===== config.mk =====
export PLATFORM = sky130hd
export DESIGN_NAME = regfile_wb_queue
export DESIGN_NICKNAME = d
export VERILOG_FILES = /design/src/rtl/wbq_pkg.sv /design/src/rtl/wbq_fwd_match.sv /design/src/rtl/regfile_wb_queue.sv
export SDC_FILE = /design/constraint.sdc
export NUM_CORES = 1
export LEC_CHECK = 0
export ABC_CLOCK_PERIOD_IN_PS = 5000
export CAP_MARGIN = 30
export CORE_UTILIZATION = 59
export DETAILED_ROUTE_END_ITERATION = 10
export PLACE_DENSITY = 0.82
export SLEW_MARGIN = 20
export SYNTH_ARGS = -nofsm -noshare
export SYNTH_HDL_FRONTEND = slang
export SYNTH_SLANG_ARGS = --single-unit

===== constraint.sdc =====
create_clock -name clk -period 5 [get_ports clk]
set_input_delay 1 -clock clk [delete_from_list [all_inputs] [get_ports clk]]
set_output_delay 1 -clock clk [all_outputs]
set_load 0.05 [all_outputs]

===== src/rtl/wbq_pkg.sv =====
// Shared constants and entry type for the register-file write-back queue.
package wbq_pkg;

  localparam int WBQ_BITSIZE = 64;
  localparam int WBQ_REGSIZE = 32;
  localparam int WBQ_DEPTH   = 4;
  localparam int WBQ_SELW    = $clog2(WBQ_REGSIZE);
  localparam int ZERO_REG    = WBQ_REGSIZE - 1;

  typedef struct packed {
    logic [WBQ_SELW-1:0]    sel;
    logic [WBQ_BITSIZE-1:0] data;
  } wb_entry_t;

  function automatic int zero_reg(input int regsize);
    return regsize - 1;
  endfunction

endpackage


===== src/rtl/wbq_fwd_match.sv =====
// Forwarding lookup over the pending queue entries; youngest match wins, scanned back from tail.
module wbq_fwd_match
  import wbq_pkg::*;
#(
  parameter int BITSIZE = WBQ_BITSIZE,
  parameter int SW      = WBQ_SELW,
  parameter int DEPTH   = WBQ_DEPTH
) (
  input  logic [DEPTH-1:0][SW-1:0]      i_sel,
  input  logic [DEPTH-1:0][BITSIZE-1:0] i_data,
  input  logic [$clog2(DEPTH)-1:0]      i_tail,
  input  logic [$clog2(DEPTH):0]        i_count,
  input  logic [SW-1:0]                 i_look_sel,
  output logic                          o_hit,
  output logic [BITSIZE-1:0]            o_data
);

  localparam int PW = $clog2(DEPTH);

  always_comb begin
    o_hit  = 1'b0;
    o_data = '0;
    for (int i = 0; i < DEPTH; i++) begin
      // Offset i counts back from the newest entry; only the first hit is kept.
      if (!o_hit && ((PW+1)'(i) < i_count) &&
          (i_sel[i_tail - PW'(i + 1)] == i_look_sel)) begin
        o_hit  = 1'b1;
        o_data = i_data[i_tail - PW'(i + 1)];
      end
    end
  end

endmodule


===== src/rtl/regfile_wb_queue.sv =====
// In-order write-back FIFO draining one entry per cycle into the register file.
// Define WBQ_FORWARD_EN to build the newest-pending-value lookup on look_sel.
module regfile_wb_queue
  import wbq_pkg::*;
#(
  parameter int BITSIZE = WBQ_BITSIZE,
  parameter int REGSIZE = WBQ_REGSIZE,
  parameter int DEPTH   = WBQ_DEPTH
) (
  input  logic                       clk,
  input  logic                       rst,
  input  logic                       in_valid,
  output logic                       in_ready,
  input  logic [$clog2(REGSIZE)-1:0] in_sel,
  input  logic [BITSIZE-1:0]         in_data,
  input  logic                       wr_hold,
  output logic                       wr_en,
  output logic [$clog2(REGSIZE)-1:0] wr_sel,
  output logic [BITSIZE-1:0]         wr_data,
  input  logic [$clog2(REGSIZE)-1:0] look_sel,
  output logic                       look_hit,
  output logic [BITSIZE-1:0]         look_data,
  output logic                       empty
);

  localparam int              SW   = $clog2(REGSIZE);
  localparam int              PW   = $clog2(DEPTH);
  localparam logic [SW-1:0]   ZSEL = SW'(zero_reg(REGSIZE));
  localparam logic [PW:0]     FULL = (PW+1)'(DEPTH);

  logic [DEPTH-1:0][SW-1:0]      r_sel;
  logic [DEPTH-1:0][BITSIZE-1:0] r_data;
  logic [PW-1:0]                 r_head;
  logic [PW-1:0]                 r_tail;
  logic [PW:0]                   r_count;

  logic w_empty;
  logic w_push;
  logic w_pop;

  assign w_empty  = (r_count == '0);
  assign empty    = w_empty;
  assign in_ready = (r_count < FULL);

  // Writes to the zero register complete the handshake but never occupy a slot.
  assign w_push = in_valid && in_ready && (in_sel != ZSEL);
  assign w_pop  = !w_empty && !wr_hold;

  assign wr_en   = w_pop;
  assign wr_sel  = w_empty ? '0 : r_sel[r_head];
  assign wr_data = w_empty ? '0 : r_data[r_head];

  always_ff @(posedge clk) begin
    if (rst) begin
      r_head  <= '0;
      r_tail  <= '0;
      r_count <= '0;
      r_sel   <= '0;
      r_data  <= '0;
    end else begin
      if (w_push) begin
        r_sel[r_tail]  <= in_sel;
        r_data[r_tail] <= in_data;
        r_tail         <= r_tail + PW'(1);
      end
      if (w_pop) begin
        r_head <= r_head + PW'(1);
      end
      if (w_push && !w_pop) begin
        r_count <= r_count + (PW+1)'(1);
      end else if (!w_push && w_pop) begin
        r_count <= r_count - (PW+1)'(1);
      end
    end
  end

`ifdef WBQ_FORWARD_EN
  wbq_fwd_match #(
    .BITSIZE (BITSIZE),
    .SW      (SW),
    .DEPTH   (DEPTH)
  ) u_fwd (
    .i_sel      (r_sel),
    .i_data     (r_data),
    .i_tail     (r_tail),
    .i_count    (r_count),
    .i_look_sel (look_sel),
    .o_hit      (look_hit),
    .o_data     (look_data)
  );
`else
  logic w_unused_look;
  assign w_unused_look = ^look_sel;
  assign look_hit      = 1'b0;
  assign look_data     = '0;
`endif

endmodule


## Yosys cells after proc, flatten, opt, wreduce, memory -nomap -nowiden

Cells that the tools add are included.

- $add $sub $neg: 4
- Magnitude comparators: 4
- Equal/unequal tests: 1
- Muxes and demuxes: 14
- Reduce and logical (&&, ||, !) cells: 12

Operators by type and width:

| operator | number |
|---|---|
| $bwmux W256 | 1 |
| $mux W64 | 3 |
| $bmux W64 S2 | 1 |
| $demux W64 S2 | 1 |
| $bwmux W20 | 1 |
| $mux W5 | 3 |
| $bmux W5 S2 | 1 |
| $demux W5 S2 | 1 |
| $logic_and A1 B1 Y1 | 6 |
| $lt A2 B3 Y1 const B | 2 |
| $mux W3 | 2 |
| $ne A5 B5 Y1 const B | 1 |
| $add A2 B1 Y2 const B | 2 |
| $logic_not A1 Y1 | 4 |
| $add A3 B1 Y3 const B | 1 |
| $logic_not A3 Y1 | 1 |
| $lt A3 B3 Y1 const B | 1 |
| $sub A3 B1 Y3 const B | 1 |
| $ge A2 B1 Y1 const B | 1 |
| $reduce_bool A2 Y1 | 1 |

- Register bits after elaboration: 283
- Input bits: 78
- Output and inout port bits: 137
- Word-level logic and storage cells: 46

## Longest topological paths before layout

- Depth after elaboration: 7
- Gate-level depth with buffers: 9
- Gate-level depth less buffers: 8

## Worst setup path before layout

No wires, ideal clock.

- Kind: register to output
- Start: reg r_head[1]
- End: out wr_data[12]
- Arrival: 1.704 ns
- Required time: 4.000 ns
- Slack: 2.296 ns
- Stages on the path, launching flop included: 6
- Path buffers: 3
- Cells stage by stage: dfxtp_1 -> buf_6 -> buf_4 -> buf_4 -> mux4_2 -> nor2b_1

- Cells in the longest elaborated chain, start to end: 3

RTL lines:

| element | RTL line | source |
|---|---|---|
| start: declaration | regfile_wb_queue.sv:33 | `logic [PW-1:0] r_head;` |
| start signal: assignment | regfile_wb_queue.sv:67 | `r_head <= r_head + PW'(1);` |
| $bmux W64 S2 | regfile_wb_queue.sv:51 | `assign wr_data = w_empty ? '0 : r_data[r_head];` |
| $mux W64 (implied by the code) | regfile_wb_queue.sv:51 |  |
| $mux W64 | regfile_wb_queue.sv:51 |  |
| end: declaration | regfile_wb_queue.sv:19 | `output logic [BITSIZE-1:0] wr_data,` |

No other way between the ends. The select of a mux whose other input is x is not followed.

## Worst setup path in the final report

- Start: reg r_head[0]
- End: out wr_sel[1]

- Cells in the longest elaborated chain, start to end: 3

RTL lines:

| element | RTL line | source |
|---|---|---|
| $bmux W5 S2 | regfile_wb_queue.sv:50 | `assign wr_sel = w_empty ? '0 : r_sel[r_head];` |
| $mux W5 (implied by the code) | regfile_wb_queue.sv:50 |  |
| $mux W5 | regfile_wb_queue.sv:50 |  |
| end: declaration | regfile_wb_queue.sv:18 | `output logic [$clog2(REGSIZE)-1:0] wr_sel,` |

No other way between the ends. The select of a mux whose other input is x is not followed.

==> impl_metrics.yaml <==
detailed_routing:
  drt_iter0_drc: 403
  routedWlPerCell_um: 16.7
  via_count: 8891
  vias_per_cell: 5.27
  firstDrtPassIters: 7
  drcViolationCount: 1
  wl_um: 28200
  ant_nets: 0
placement:
  place_ws_ps: 1300
  dp_cells: 1631
  portBuffers: 144
  place_congestion: 0.738
  dp_hpwl_um: 16800
cts:
  post_cts_buffers: 0
  root_buffer: "clkbuf_16"
  cts_hold_buf: 0
  h-tree-depth: 1
  cts_resized: 0
  cts_tree: "built"
  clk_latency_ps: 560
  cts.sinks: 283
  cts_max_path_buffers: 3
  numCtsBuffers: 30
  path_clk_slew_ps: 60
final_layout:
  areaGrowthSynthToFinish_pct: 16.1
  antenna_cells: 0
  drive_gt1_share_pct: 10.8
  utilization_pct: 69.7
  layout.cells.non_filler: 1688
  final_nets: 1429
  fillerInstances: 1768
power:
  power_w: 0.00685
  cellLeakagePower_nw: 7.10
  ir_drop_mv: 0.287
  p_per_area_nw_per_um2: 420
sta:
  finalMaxSlewViolations: 0
  fin_crit_ps: 4090
  rsz0062_at_grt: "false"
  fin_crit_sh_pct: 81.7
  slew_headroom_pct: 43.1
  setup_viol: 0
  setup_ws_ps: 914
  setup_tns_ps: 0
  hold_viol: 0
  fin_worst_skew_ps: 21.1
  tightestPinTransition_ps: 850
  max_freq_ghz: 0.245
critical_path:
  crit_path_end_kind: "output port"
  worstPathArrival_ps: 3090
  path_class: "flop to output port"
  cp.required_ps: 4000
  reg2regPathDepth: 9
  crit_start: "r_head[0]"
  cp_max_fo: 26
  worstReg2RegStart: "r_count[2]"
  ff2ff_setup_slack_ps: 2260
  r2r-end: "r_count[2]"
  crit_end: "wr_sel[1]"
  worst_setup_path_start_kind: "flop"
global_route:
  grt_pass1_vias: 9176
  grt_max_degree: 152
  track_usage_pct: 23.8
  grt_overflow: 0
  grt_pass1_wl_um: 46700
  antenna_found_initial: 0
synth:
  syn-cell-area_um2: 14000
  yosysUniqueCellTypes: 35
  synth_top_area_share_pct: 40.3
  ys_seq_area_share_pct: 40.3
  synth_flop_cell: "dfxtp_1"
  synth_top_cells_by_area: "dfxtp_1 (40%), mux2i_1 (20%), nand2b_1 (15%)"
  synth-edff-count: 0
  ys_async_sr_fraction_pct: 0
  ys_seq_elements: 283
  syn_inst: 1248
  yosys.area.top_type: "dfxtp_1"
  yosys_warnings: 0
  synth.avg_cell_area_um2: 11.3
worst_hold_path:
  worst_hold_path_type: "flop to flop"
floorplanning:
  core_area_um2: 23400
  initial_core_util_pct: 60.0
  die_h_um: 156
  io_pins: 215
  die_x_um: 156
  die-area_um2: 24400
  rows: 56
run:
  maxCapViolations: 0
run_status:
  status: "finished, violations left"
  violations: "design-rule violations"
-- synth_stat cells (2+ instances only) --
cell / n
o21ai_0: 3
ha_1: 5
buf_8: 2
and3b_1: 2
o211ai_2: 2
buf_4: 89
and2b_1: 14
buf_6: 15
o21a_1: 3
clkbuf_1: 42
xor2_1: 2
mux4_2: 66
mux2i_1: 278
mux4_1: 3
nor2_1: 4
or3_1: 2
buf_2: 10
nor2b_1: 55
dfxtp_1: 283
a21oi_1: 3
nand2b_1: 347
inv_1: 5
-- metal layers --
metal,GRT usage (%),wire [um]
met1,31.8,12600
met5,0,0
met4,5.51,357
met2,40.6,13900
met3,3.38,1360
-- worst min-delay path by stage --
stage | startpoint | endpoint | depth (start not counted)
after global routing | r_data[94] | r_data[94] | 2
final | r_data[114] | r_data[114] | 2
after global placement | r_data[18] | r_data[18] | 2
after floorplan | r_sel[0] | r_sel[0] | 2
after detailed placement | r_data[106] | r_data[106] | 2
after CTS | r_data[114] | r_data[114] | 2
-- kinds of logic after synthesis --
| kind of cell | after synthesis | synth area share (%) |
|---|---|---|
| AOI/OAI and AO/OA | 13 | 0.668 |
| xor gates and xnor gates | 2 | 0.125 |
| adders and majority gates | 6 | 0.588 |
| buffers and inverters | 165 | 7.95 |
| DFF | 283 | 40.3 |
| muxes | 348 | 31.0 |
| other | 1 | 0.0267 |
| and+or+nand+nor | 430 | 19.3 |
-- area by class of cell --
class                      instances  area [um^2]  area share (%)
tap                              319          399            2.45
clock buffer                      44          916            5.61
clock inverter                    12          118           0.721
multi-input combinational        864         7550            46.3
inverter                           6         22.5           0.138
sequential                       283         5670            34.8
timing repair buffer             160         1640            10.0
-- worst max-delay path: stages, from the launching register on --
cell	delay [ps]
dfxtp_4	610
buf_4	440
mux4_1	600
nor2b_1	160
clkdlybuf4s50_1	720
-- where the power goes --
part / total [W] / internal (W) / switching (W)
logic: 0.00199 / 0.000813 / 0.00117
clock network: 0.00228 / 0.00137 / 0.000907
registers: 0.00258 / 0.00245 / 0.000136
total: 0.00685 / 0.00463 / 0.00222
-- through the flow --
| stage | hold WS [ps] | instance area [um^2] |
|---|---|---|
| after global placement | 455 | 15300 |
| after detailed placement | 463 | 15300 |
| after global routing | 487 | 16300 |
| final | 468 | 16300 |
| after floorplan | 444 | 14300 |
| after CTS | 472 | 16300 |
-- registers in the layout (all words and copies together) (netlist names) --
name	count
r_count	3
r_data	256
r_head	2
r_sel	20
r_tail	2
-- cells in the final DEF (no fill, tap or decap), types with 2 or more instances in the layout --
master	n
o21ai_4	2
dfxtp_1	281
bufinv_16	2
o21ai_0	2
clkbuf_8	7
clkinv_2	8
nor2b_1	55
a21oi_1	3
inv_1	5
xor2_1	2
buf_12	6
and2b_1	14
or3_1	2
clkbuf_16	32
mux2i_1	278
clkdlybuf4s50_1	143
buf_4	10
mux4_2	66
conb_1	65
nand2b_1	347
nor2_1	4
mux4_1	3
and3b_1	2
o211ai_4	2
clkbuf_1	5
dfxtp_4	2
o21a_2	2
ha_1	5
Power figures use the tool's default switching activity.
